File: src/rtl/wb_pkg.sv
// Shared types and constants for the writeback stage: FSM state encoding and
// register-file geometry.
package wb_pkg;

  localparam int NUM_REGS   = 8;
  localparam int REG_ADDR_W = 3;

  typedef enum logic [1:0] {
    IDLE      = 2'd0,
    WAIT_LOAD = 2'd1,
    WRITE     = 2'd2
  } wb_state_e;

endpackage

File: src/rtl/writeback_stage_if.sv
// Instruction hand-off from the execute/memory stage into writeback.
// Valid/ready: a transfer happens on a rising edge where in_valid and in_ready are
// both 1; the producer holds its fields stable while in_valid=1 and in_ready=0.
interface writeback_stage_if
  import wb_pkg::*;
#(
  parameter int D_SIZE = 32
);

  logic                  in_valid;
  logic                  in_ready;
  logic [REG_ADDR_W-1:0] in_dest;
  logic [D_SIZE-1:0]     in_result;
  logic                  in_we;
  logic                  in_is_load;

  modport master (
    output in_valid, in_dest, in_result, in_we, in_is_load,
    input  in_ready
  );

  modport slave (
    input  in_valid, in_dest, in_result, in_we, in_is_load,
    output in_ready
  );

endinterface

File: src/rtl/writeback_stage.sv
// Writeback stage: registers ALU results or waits for load data, then drives a
// single-cycle register-file write; tracks the busy register and write count.
module writeback_stage
  import wb_pkg::*;
#(
  parameter int A_SIZE = 10,
  parameter int D_SIZE = 32
) (
  input  logic                  clk,
  input  logic                  reset,
  writeback_stage_if.slave      in_bus,
  input  logic                  mem_rvalid,
  input  logic [D_SIZE-1:0]     mem_rdata,
  output logic [REG_ADDR_W-1:0] dest_wb,
  output logic [D_SIZE-1:0]     result_wb,
  output logic                  write_en,
  output logic [NUM_REGS-1:0]   pending,
  output logic [15:0]           retired,
  output logic                  err_rvalid,
  output wb_state_e             state_dbg
);

  // Address width only keeps the parameter list uniform with sibling stages.
  localparam int unused_a_size = A_SIZE;

  wb_state_e             state, state_next;
  logic [REG_ADDR_W-1:0] dest_q;
  logic [D_SIZE-1:0]     result_q;
  logic                  we_q;
  logic                  accept;

  assign accept = in_bus.in_valid & in_bus.in_ready;

  always_ff @(posedge clk) begin
    if (reset) begin
      state <= IDLE;
    end else begin
      state <= state_next;
    end
  end

  always_comb begin
    state_next      = state;
    in_bus.in_ready = 1'b0;
    unique case (state)
      IDLE, WRITE: begin
        in_bus.in_ready = 1'b1;
        if (accept && in_bus.in_is_load) begin
          state_next = WAIT_LOAD;
        end else if (accept && in_bus.in_we) begin
          state_next = WRITE;
        end else begin
          state_next = IDLE;
        end
      end
      WAIT_LOAD: begin
        if (mem_rvalid) begin
          state_next = we_q ? WRITE : IDLE;
        end
      end
      default: state_next = IDLE;
    endcase
  end

  // Capture registers double as the register-file write port.
  always_ff @(posedge clk) begin
    if (reset) begin
      dest_q     <= '0;
      result_q   <= '0;
      we_q       <= 1'b0;
      retired    <= '0;
      err_rvalid <= 1'b0;
    end else begin
      if (accept && in_bus.in_is_load) begin
        dest_q <= in_bus.in_dest;
        we_q   <= in_bus.in_we;
      end else if (accept && in_bus.in_we) begin
        dest_q   <= in_bus.in_dest;
        result_q <= in_bus.in_result;
        we_q     <= 1'b1;
      end
      if (state == WAIT_LOAD && mem_rvalid) begin
        result_q <= mem_rdata;
      end
      if (state == WRITE) begin
        retired <= retired + 16'd1;
      end
      // Read data with no outstanding load is a protocol violation.
      if (mem_rvalid && state != WAIT_LOAD) begin
        err_rvalid <= 1'b1;
      end
    end
  end

  always_comb begin
    pending = '0;
    if (state == WRITE || (state == WAIT_LOAD && we_q)) begin
      pending = NUM_REGS'(1) << dest_q;
    end
  end

  assign write_en  = (state == WRITE);
  assign dest_wb   = dest_q;
  assign result_wb = result_q;
  assign state_dbg = state;

endmodule

File: src/flat_wrapper.sv
// flat-port wrapper written by rule: the top's interface ports become plain ports
module writeback_stage_flat import wb_pkg::*;
#(
  parameter int A_SIZE = 10,
  parameter int D_SIZE = 32
)
  (clk, reset, mem_rvalid, mem_rdata, dest_wb, result_wb, write_en, pending, retired, err_rvalid, state_dbg, in_bus_in_valid, in_bus_in_dest, in_bus_in_result, in_bus_in_we, in_bus_in_is_load, in_bus_in_ready);
  writeback_stage_if #(.D_SIZE(D_SIZE)) in_bus_i ();
  input  logic clk;
  input  logic reset;
  input  logic mem_rvalid;
  input  logic [D_SIZE-1:0] mem_rdata;
  output logic [REG_ADDR_W-1:0] dest_wb;
  output logic [D_SIZE-1:0] result_wb;
  output logic write_en;
  output logic [NUM_REGS-1:0] pending;
  output logic [15:0] retired;
  output logic err_rvalid;
  output wb_state_e state_dbg;
  input wire logic [$bits(in_bus_i.in_valid)-1:0] in_bus_in_valid;
  input wire logic [$bits(in_bus_i.in_dest)-1:0] in_bus_in_dest;
  input wire logic [$bits(in_bus_i.in_result)-1:0] in_bus_in_result;
  input wire logic [$bits(in_bus_i.in_we)-1:0] in_bus_in_we;
  input wire logic [$bits(in_bus_i.in_is_load)-1:0] in_bus_in_is_load;
  output wire logic [$bits(in_bus_i.in_ready)-1:0] in_bus_in_ready;
  assign in_bus_i.in_valid = in_bus_in_valid;
  assign in_bus_i.in_dest = in_bus_in_dest;
  assign in_bus_i.in_result = in_bus_in_result;
  assign in_bus_i.in_we = in_bus_in_we;
  assign in_bus_i.in_is_load = in_bus_in_is_load;
  assign in_bus_in_ready = in_bus_i.in_ready;
  writeback_stage #(.A_SIZE(A_SIZE), .D_SIZE(D_SIZE)) u_core (.clk(clk), .reset(reset), .in_bus(in_bus_i), .mem_rvalid(mem_rvalid), .mem_rdata(mem_rdata), .dest_wb(dest_wb), .result_wb(result_wb), .write_en(write_en), .pending(pending), .retired(retired), .err_rvalid(err_rvalid), .state_dbg(state_dbg));
endmodule
File: config.mk
export PLATFORM = sky130hd
export DESIGN_NAME = writeback_stage_flat
export DESIGN_NICKNAME = d
export VERILOG_FILES = /design/src/rtl/wb_pkg.sv /design/src/rtl/writeback_stage_if.sv /design/src/rtl/writeback_stage.sv /design/src/flat_wrapper.sv
export SDC_FILE = /design/constraint.sdc
export NUM_CORES = 1
export LEC_CHECK = 0
export CAP_MARGIN = 25
export CORE_MARGIN = 4
export CORE_UTILIZATION = 35
export DETAILED_ROUTE_END_ITERATION = 8
export PLACE_DENSITY = 0.74
export SYNTH_ARGS = -nofsm -noshare
export SYNTH_HDL_FRONTEND = slang
export SYNTH_SLANG_ARGS = --single-unit
File: constraint.sdc
create_clock -name clk -period 2.2 [get_ports clk]
set_input_delay 0.33 -clock clk [delete_from_list [all_inputs] [get_ports clk]]
set_output_delay 0.33 -clock clk [all_outputs]
set_load 0.05 [all_outputs]
# Yosys cells after proc, flatten, opt, wreduce, memory -nomap -nowiden
# Cells that the tools add are included.
# op_classes
n_addsub,1
n_eq_ne,5
n_shift,1
muxes,14
n_bitwise,1
reduce_logical,11
# ops
op,count
two-way mux 32 bit,3
"adder 16 x 1 -> 16 bit, second input constant",1
two-way mux 2 bit,4
two-way mux 8 bit,1
"<< shifter 1 x 3 -> 8 bit, first input constant",1
two-way mux 3 bit,2
logical AND 1 bit,5
"!= test 2 bit, second input constant",2
one-hot mux 2 bit (2 select lines),1
nonzero test 2 bit,2
two-way mux 1 bit,3
"== test 2 x 1 -> 1 bit, second input constant",1
"== test 2 bit, second input constant",1
zero test 2 bit,1
"!= test 2 x 1 -> 1 bit, second input constant",1
AND reduction 2 bit,1
OR reduction 2 bit,1
AND 1 bit,1
logical OR 1 bit,1
# word_totals
reg_bits,55
in_bits,73
out_inout_bits,64
word_cells,39

# Logic depth before layout (Yosys ltp)
# Gate-level depths: netlist of run 1.
# logic_depth
word_depth,8
mapped_depth,6
mapped_depth_nobuf,5

# Least setup slack after synthesis of run 1
# Ideal clock, no wire load.
# synth_path
path_kind,register to output
start,"register u_core.state[1], in the netlist u_core.state_dbg[1]"
end,output pending[4]
arrival_time_ps,2764
required_time_ps,1870
slack_ps,-894
stages_incl_launch_ff,6
path_buffers,1
cell_sequence,dfxtp_1 -> nor2b_1 -> clkbuf_1 -> a21o_1 -> nand2_1 -> nor3_1
# synth_between
elab_cells_between_ends,5
cone_classes,eq/ne: 2; mux: 1; reduce/logical: 2
# synth_rtl
element,line_no,rtl
start: declaration,writeback_stage.sv:26,"wb_state_e state, state_next;"
start signal: assignment,writeback_stage.sv:38,state <= state_next;
== test 2 bit,--,
named net write_en,flat_wrapper.sv:15,output logic write_en;
logical OR 1 bit,writeback_stage.sv:97,if (state == WRITE || (state == WAIT_LOAD && we_q)) begin
two-way mux 8 bit,writeback_stage.sv:97,
end: declaration,flat_wrapper.sv:16,output logic [NUM_REGS-1:0] pending;
# The timed path passes the listed nets, and every way through them passes these cells.

# Worst setup path after layout of run 1
# layout_path
start,"register u_core.dest_q[0], in the netlist u_core.dest_wb[0]"
end,output dest_wb[0]
# layout_rtl
element,line_no,rtl
start: declaration,writeback_stage.sv:27,logic [REG_ADDR_W-1:0] dest_q;
start signal: assignment,writeback_stage.sv:75,dest_q <= in_bus.in_dest;
start signal: assignment,writeback_stage.sv:78,dest_q <= in_bus.in_dest;
end: declaration,flat_wrapper.sv:13,output logic [REG_ADDR_W-1:0] dest_wb;
# No word-level cell between the ends.

==> results of run 1 <==
logic make-up after synthesis:
group                      count (synthesis)
xor gates and xnor gates                  11
buffers and inverters                     25
AOI/OAI and AO/OA                         45
adders and majority gates                  1
muxes                                      5
DFF                                       55
and+or+nand+nor                          160
flip-flops by register name (all words and copies together), names as in the netlist:
register	flops
u_core.retired	16
u_core.dest_wb	3
u_core.we_q	1
u_core.result_wb	32
u_core.err_rvalid	1
u_core.state_dbg	2
how the worst max path moves through the flow:
stage / from / endpoint / slack (ps) / cells past startpoint
after floorplan: u_core.state_dbg[0] / pending[5] / 60 / 5
after global placement: in_bus_in_valid / u_core.result_wb[25] / 380 / 6
after detailed placement: in_bus_in_valid / u_core.result_wb[3] / 310 / 6
after CTS: u_core.dest_wb[0] / dest_wb[0] / 120 / 1
after global routing: u_core.dest_wb[0] / dest_wb[0] / 70 / 1
final: u_core.dest_wb[0] / dest_wb[0] / 150 / 1
cells in the mapped netlist, types with 2 or more instances:
master | n | share of area
nand2_1 | 74 | 0.11
dfxtp_1 | 55 | 0.45
nor2_1 | 55 | 0.084
a311oi_1 | 32 | 0.11
clkbuf_1 | 10 | 0.015
xor2_1 | 10 | 0.036
buf_2 | 7 | 0.014
a21oi_1 | 5 | 0.010
nand2b_1 | 5 | 0.013
mux2i_1 | 4 | 0.016
nand4_1 | 4 | 0.010
o21ai_0 | 4 | 0.0081
buf_6 | 3 | 0.014
inv_1 | 3 | 0.0046
nand3_1 | 3 | 0.0061
nor3_1 | 3 | 0.0061
or3_1 | 3 | 0.0076
buf_4 | 2 | 0.0061
nor2b_1 | 2 | 0.0051
layout make-up:
cell class | count | area (um^2)
Fill cell | 618 | 2680
Tap cell | 96 | 120
Clock inverter | 3 | 25.0
Multi-Input combinational cell | 222 | 1270
Sequential cell | 55 | 1100
Inverter | 3 | 11.3
Timing Repair Buffer | 142 | 1520
Clock buffer | 5 | 68.8
power by group through the flow:
| stage | Combinational (mW) | Clock [mW] | Sequential [mW] |
|---|---|---|---|
| 2_1_floorplan | 0.126 | 0 | 1.25 |
| 3_3_place_gp | 0.530 | 0 | 1.09 |
| 3_5_place_dp | 0.535 | 0 | 1.09 |
| 4_1_cts | 0.537 | 0.596 | 1.07 |
| 5_1_grt | 0.561 | 0.635 | 1.08 |
| 6_report | 0.532 | 0.572 | 1.07 |
layer usage:
metal | track usage | up-vias | routed length, um
li1 | - | 1285 | -
met1 | 0.190 | 1161 | 2990
met2 | 0.304 | 82 | 3660
met3 | 0.0550 | 8 | 562
met4 | 0.0507 | 0 | 108
met5 | 0 | - | 0
repair_timing:
action / CTS / global route
endpoints found under the setup margin: 0 / 1
resized for setup: 0 / 1
buffers inserted: 0 / 0
==> flow_summary.yaml, run 1 <==
status:
  status: "finished, final reports clean"
cells_and_area:
  drive_gt1_frac: 0.0930
  layout_commonest_cell: "clkdlybuf4s50_1"
  fin_util: 0.605
  area_delta_synth_final_pct: 67.1
  final_nets: 503
  diodes: 0
  fin_cells: 526
  post-route-cell-area_um2: 4110
  layout_common_cells: "clkdlybuf4s50_1 (126), nand2_1 (73), dfxtp_1 (53)"
sta:
  slew_headroom: 0.625
  slew_viol_final: 0
  worst_pin_slew_ps: 563
  max_freq_ghz: 0.488
  min_period_over_period: 0.932
  skew_ps: 10.3
  period_needed_ps: 2050
  timing.final.ws_setup_ps: 149
  fin_hold_ws_ps: 351
  finalSetupTns_ps: 0
  rsz0062_at_grt: "false"
  hold_viol: 0
  setup_violations: 0
worst_setup_path:
  cp.arrival_ps: 1720
  r2r-end: "u_core.retired[15]"
  ff2ff_path_depth: 4
  max_stage_delay_ps: 890
  cp_num_buf_inv: 1
  path_max_fanout: 7
  crit_family: "buffers and inverters"
  critPathKind: "register to output port"
  critPathSlowestCell: "clkdlybuf4s50_1"
  end_kind: "output port"
  crit_chain: "clkdlybuf4s50_1"
  r2r_start: "u_core.retired[3]"
  worstPathRequired_ps: 1870
  cp-start-kind: "register"
  r2r_slack_ps: 520
yosys:
  synthArstFlopShare: 0
  synth_area_um2: 2460
  yosysSeqAreaShare: 0.448
  synth_top_family_by_area: "simple AND/OR/NAND/NOR gates"
  synthMuxAreaShare: 0.0209
  synthXorXnorAreaFrac: 0.0392
  synthesis.nets: 376
  yosys.area_share.simple: 0.288
  synth_compound_area_frac: 0.145
  avgSynthCellArea_um2: 8.15
  synth-adder-area-share: 0.00509
  yosysWarningCount: 0
  synth_edf_count: 0
  ys_seq_elements: 55
  syn-instance-count: 302
  ys_types: 37
  ys.flop_type: "dfxtp_1"
clocking:
  cts_max_level: 2
  cts_made_buffers: 5
  clk_pin_slew_ps: 110
  clk_latency_ps: 310
  cts_tree: "done"
  clock_sinks: 55
  cts-root-buf: "clkbuf_8"
  clock_path_buffers: 2
  holdBufCountCts: 0
routing:
  ant_nets: 0
  drc_errors: 0
  vias: 2536
  drt-pass1-iter-count: 4
  wl_per_cell_um: 13.9
  drt_iter0_markers: 92
  drt_wl_total_um: 7320
  viasPerCell: 4.82
die:
  start_util: 0.362
  die-height_um: 91.8
  die_x_um: 91.8
  dieArea_um2: 8430
  io_pins: 137
  coreArea_um2: 6790
  placementRows: 30
place:
  routabilityCongestion: 0.791
  placed_cell_area_um2: 4020
  port_buffers: 136
  dp_slack_ps: 309
  dpl.hpwl_um: 5350
  place_inst: 518
power_and_ir_drop:
  p_int_mw: 1.51
  power_density_nw_per_um2: 529
  pwr-share-comb: 0.244
  report.power.total_mw: 2.18
  clockPowerShare: 0.263
  pwr-share-seq: 0.493
  vdd.ir_drop.worst_uv: 350
  p_switching_mw: 0.664
  power_leakage_nw: 1.46
  swShare: 0.305
global_routing:
  grt_max_degree: 65
  grt_pass1_vias: 2456
  grt_usage: 0.169
  grt_pass1_wl_um: 11800
  grt_antenna_before_repair: 0
  grt-ovfl-total: 0
hold_path:
  min_to: "u_core.retired[15]"
  hold_class: "input port to register"
  whs_path_depth: 3
  min_from: "reset"
job:
  drv_cap: 0
No activity file was read; power rests on OpenSTA's default activity.
==> run 2: changes to the inputs <==
--- a/config.mk
+++ b/config.mk
@@ -5,6 +5,7 @@
 export SDC_FILE = /design/constraint.sdc
 export NUM_CORES = 1
 export LEC_CHECK = 0
+export ABC_CLOCK_PERIOD_IN_PS = 2200
 export CAP_MARGIN = 25
 export CORE_MARGIN = 4
 export CORE_UTILIZATION = 35
==> constraint.sdc (replaced) <==
create_clock -name clk -period 2.2 [get_ports clk]
set_input_delay 0.44 -clock clk [delete_from_list [all_inputs] [get_ports clk]]
set_output_delay 0.44 -clock clk [all_outputs]
set_load 0.05 [all_outputs]
==> run 2 against run 1 <==
  * Sequential cell count is the same
  * Power up 5.4%
  * Sequential power is essentially flat
  * Combinational power increased by 0.8%
  * Via count rose by 0.75%
  * Final cell count up 0.19%
  * Register-to-register slack improved by 20 ps
  * Sequential share of layout area shrank 0.37 points
  * Largest power group unchanged
  * Highest routed layer unchanged
==> flow_summary.yaml, run 2 (synthesized netlist as in run 1, its figures left out) <==
cells_and_area:
  layout_commonest_cell: "clkdlybuf4s50_1"
  register_area_um2: 1110
  fin_cells: 527
  multi_input_area_um2: 1290
  diodes: 0
  largest_register_ffs: 32
  post-route-cell-area_um2: 4190
  final_nets: 504
  fillers: 610
  area_delta_synth_final_pct: 70.2
  drive_gt1_frac: 0.0998
  layout_common_cells: "clkdlybuf4s50_1 (125), nand2_1 (72), dfxtp_1 (53)"
global_routing:
  grt_pass1_vias: 2446
  grt_max_degree: 55
  grt-ovfl-total: 0
  grt_pass1_wl_um: 11800
  gr-usage-met3: 0.0509
  busiest_layer: "met2"
  grt_antenna_before_repair: 0
  globalRouteMet2Util: 0.293
  met1_usage: 0.205
  grt_usage: 0.170
sta:
  finalSetupTns_ps: 0
  period_needed_ps: 2130
  min_period_over_period: 0.969
  skew_ps: 9.52
  rsz0062_at_grt: "false"
  max_freq_ghz: 0.469
  slew_headroom: 0.622
  hold_viol: 0
  slew_viol_final: 0
  timing.final.ws_setup_ps: 68.0
  setup_violations: 0
  worst_pin_slew_ps: 567
worst_setup_path:
  cp_num_buf_inv: 1
  r2r_start: "u_core.retired[3]"
  end_kind: "output port"
  cp.arrival_ps: 1690
  critPathSlowestCell: "clkdlybuf4s50_1"
  crit_chain: "clkdlybuf4s50_1"
  path_max_fanout: 7
  cp-start-kind: "register"
  worstPathRequired_ps: 1760
  crit_family: "buffers and inverters"
  max_stage_delay_ps: 880
  critPathKind: "register to output port"
  startpoint: "u_core.dest_wb[1]"
  r2r_slack_ps: 540
clocking:
  cts_tree: "done"
  clock_path_buffers: 2
  clk_latency_ps: 300
  cts_max_level: 2
  cts-root-buf: "clkbuf_8"
  cts_made_buffers: 5
  clk_pin_slew_ps: 100
  clock_sinks: 55
die:
  dieArea_um2: 8430
  io_pins: 137
  die-height_um: 91.8
  placementRows: 30
  start_util: 0.362
  coreArea_um2: 6790
  die_x_um: 91.8
place:
  routabilityCongestion: 0.775
  placed_cell_area_um2: 4060
  port_buffers: 136
  place_inst: 519
  dpl.hpwl_um: 5330
  dp_slack_ps: 167
power_and_ir_drop:
  power_density_nw_per_um2: 548
  report.power.total_mw: 2.29
  vdd.ir_drop.worst_uv: 289
  power_leakage_nw: 1.52
status:
  status: "finished, final reports clean"
routing:
  drt-pass1-iter-count: 4
  vias: 2555
  drt_wl_total_um: 7240
  wl_per_cell_um: 13.7
  viasPerCell: 4.85
  drt_iter0_markers: 88
  drc_errors: 0
  ant_nets: 0
hold_path:
  min_from: "u_core.err_rvalid"
  hold_class: "register to register"
job:
  drv_cap: 0
==> run 2: changes by cell type in the layout (fill, tap and decap cells not counted), sizes merged <==
cell           previous run  this run
clkbuf                    5         6
clkinvlp                  1         0
buf                      16        17
dlymetal6s2s              0         1
clkdlybuf4s50           126       125
clkinv                    2         1
bufinv                    0         1
==> run 2: per-layer routing <==
layer  wire (um)  up-vias
li1            -     1290
met4         115        0
met5           0        -
met2        3600       76
met3         491       10
met1        3030     1179
==> run 2: where the power goes <==
part	internal, mW	switching (mW)	total (mW)
Combinational	0.245	0.291	0.536
Clock	0.369	0.319	0.687
Sequential	1.04	0.0316	1.07
Total	1.65	0.641	2.29
==> run 2: worst paths after layout <==
kind	endpoint	depth (start not counted)
min	u_core.err_rvalid	2
max	dest_wb[1]	1
max reg2reg	u_core.retired[15]	4
min reg2reg	u_core.err_rvalid	2
==> run 2: per-stage QoR <==
| step | hold slack (ps) | utilization |
|---|---|---|
| finish | 467 | 0.616 |
| global route | 476 | 0.616 |
| CTS | 457 | 0.615 |
| detailed placement | 462 | 0.597 |
| global placement | 435 | 0.597 |
| floorplan | 452 | - |
==> run 2: cell type report <==
type / count / area share
Timing Repair Buffer: 143 / 0.367
Multi-Input combinational cell: 222 / 0.308
Sequential cell: 55 / 0.265
Tap cell: 96 / 0.0287
Clock buffer: 6 / 0.0197
Clock inverter: 2 / 0.00837
Inverter: 3 / 0.00269
==> run 2: worst min-delay path: stages (launching register included) <==
cell and delay, ps:
dfxtp_1 330, inv_1 50, a21oi_1 50
==> run 2: repair_timing <==
item                       in CTS  in global routing
gates resized for setup         1                  4
setup buffers                   0                  0
setup endpoints to repair       1                  5
hold buffers                    0                  0
==> run 3: changes to the inputs <==
--- a/config.mk
+++ b/config.mk
@@ -10,6 +10,7 @@
 export CORE_MARGIN = 4
 export CORE_UTILIZATION = 35
 export DETAILED_ROUTE_END_ITERATION = 8
+export GPL_ROUTABILITY_DRIVEN = 0
 export PLACE_DENSITY = 0.74
 export SYNTH_ARGS = -nofsm -noshare
 export SYNTH_HDL_FRONTEND = slang
==> results of run 3 <==
Final layout, timing and power as in run 2 (identical DEF).
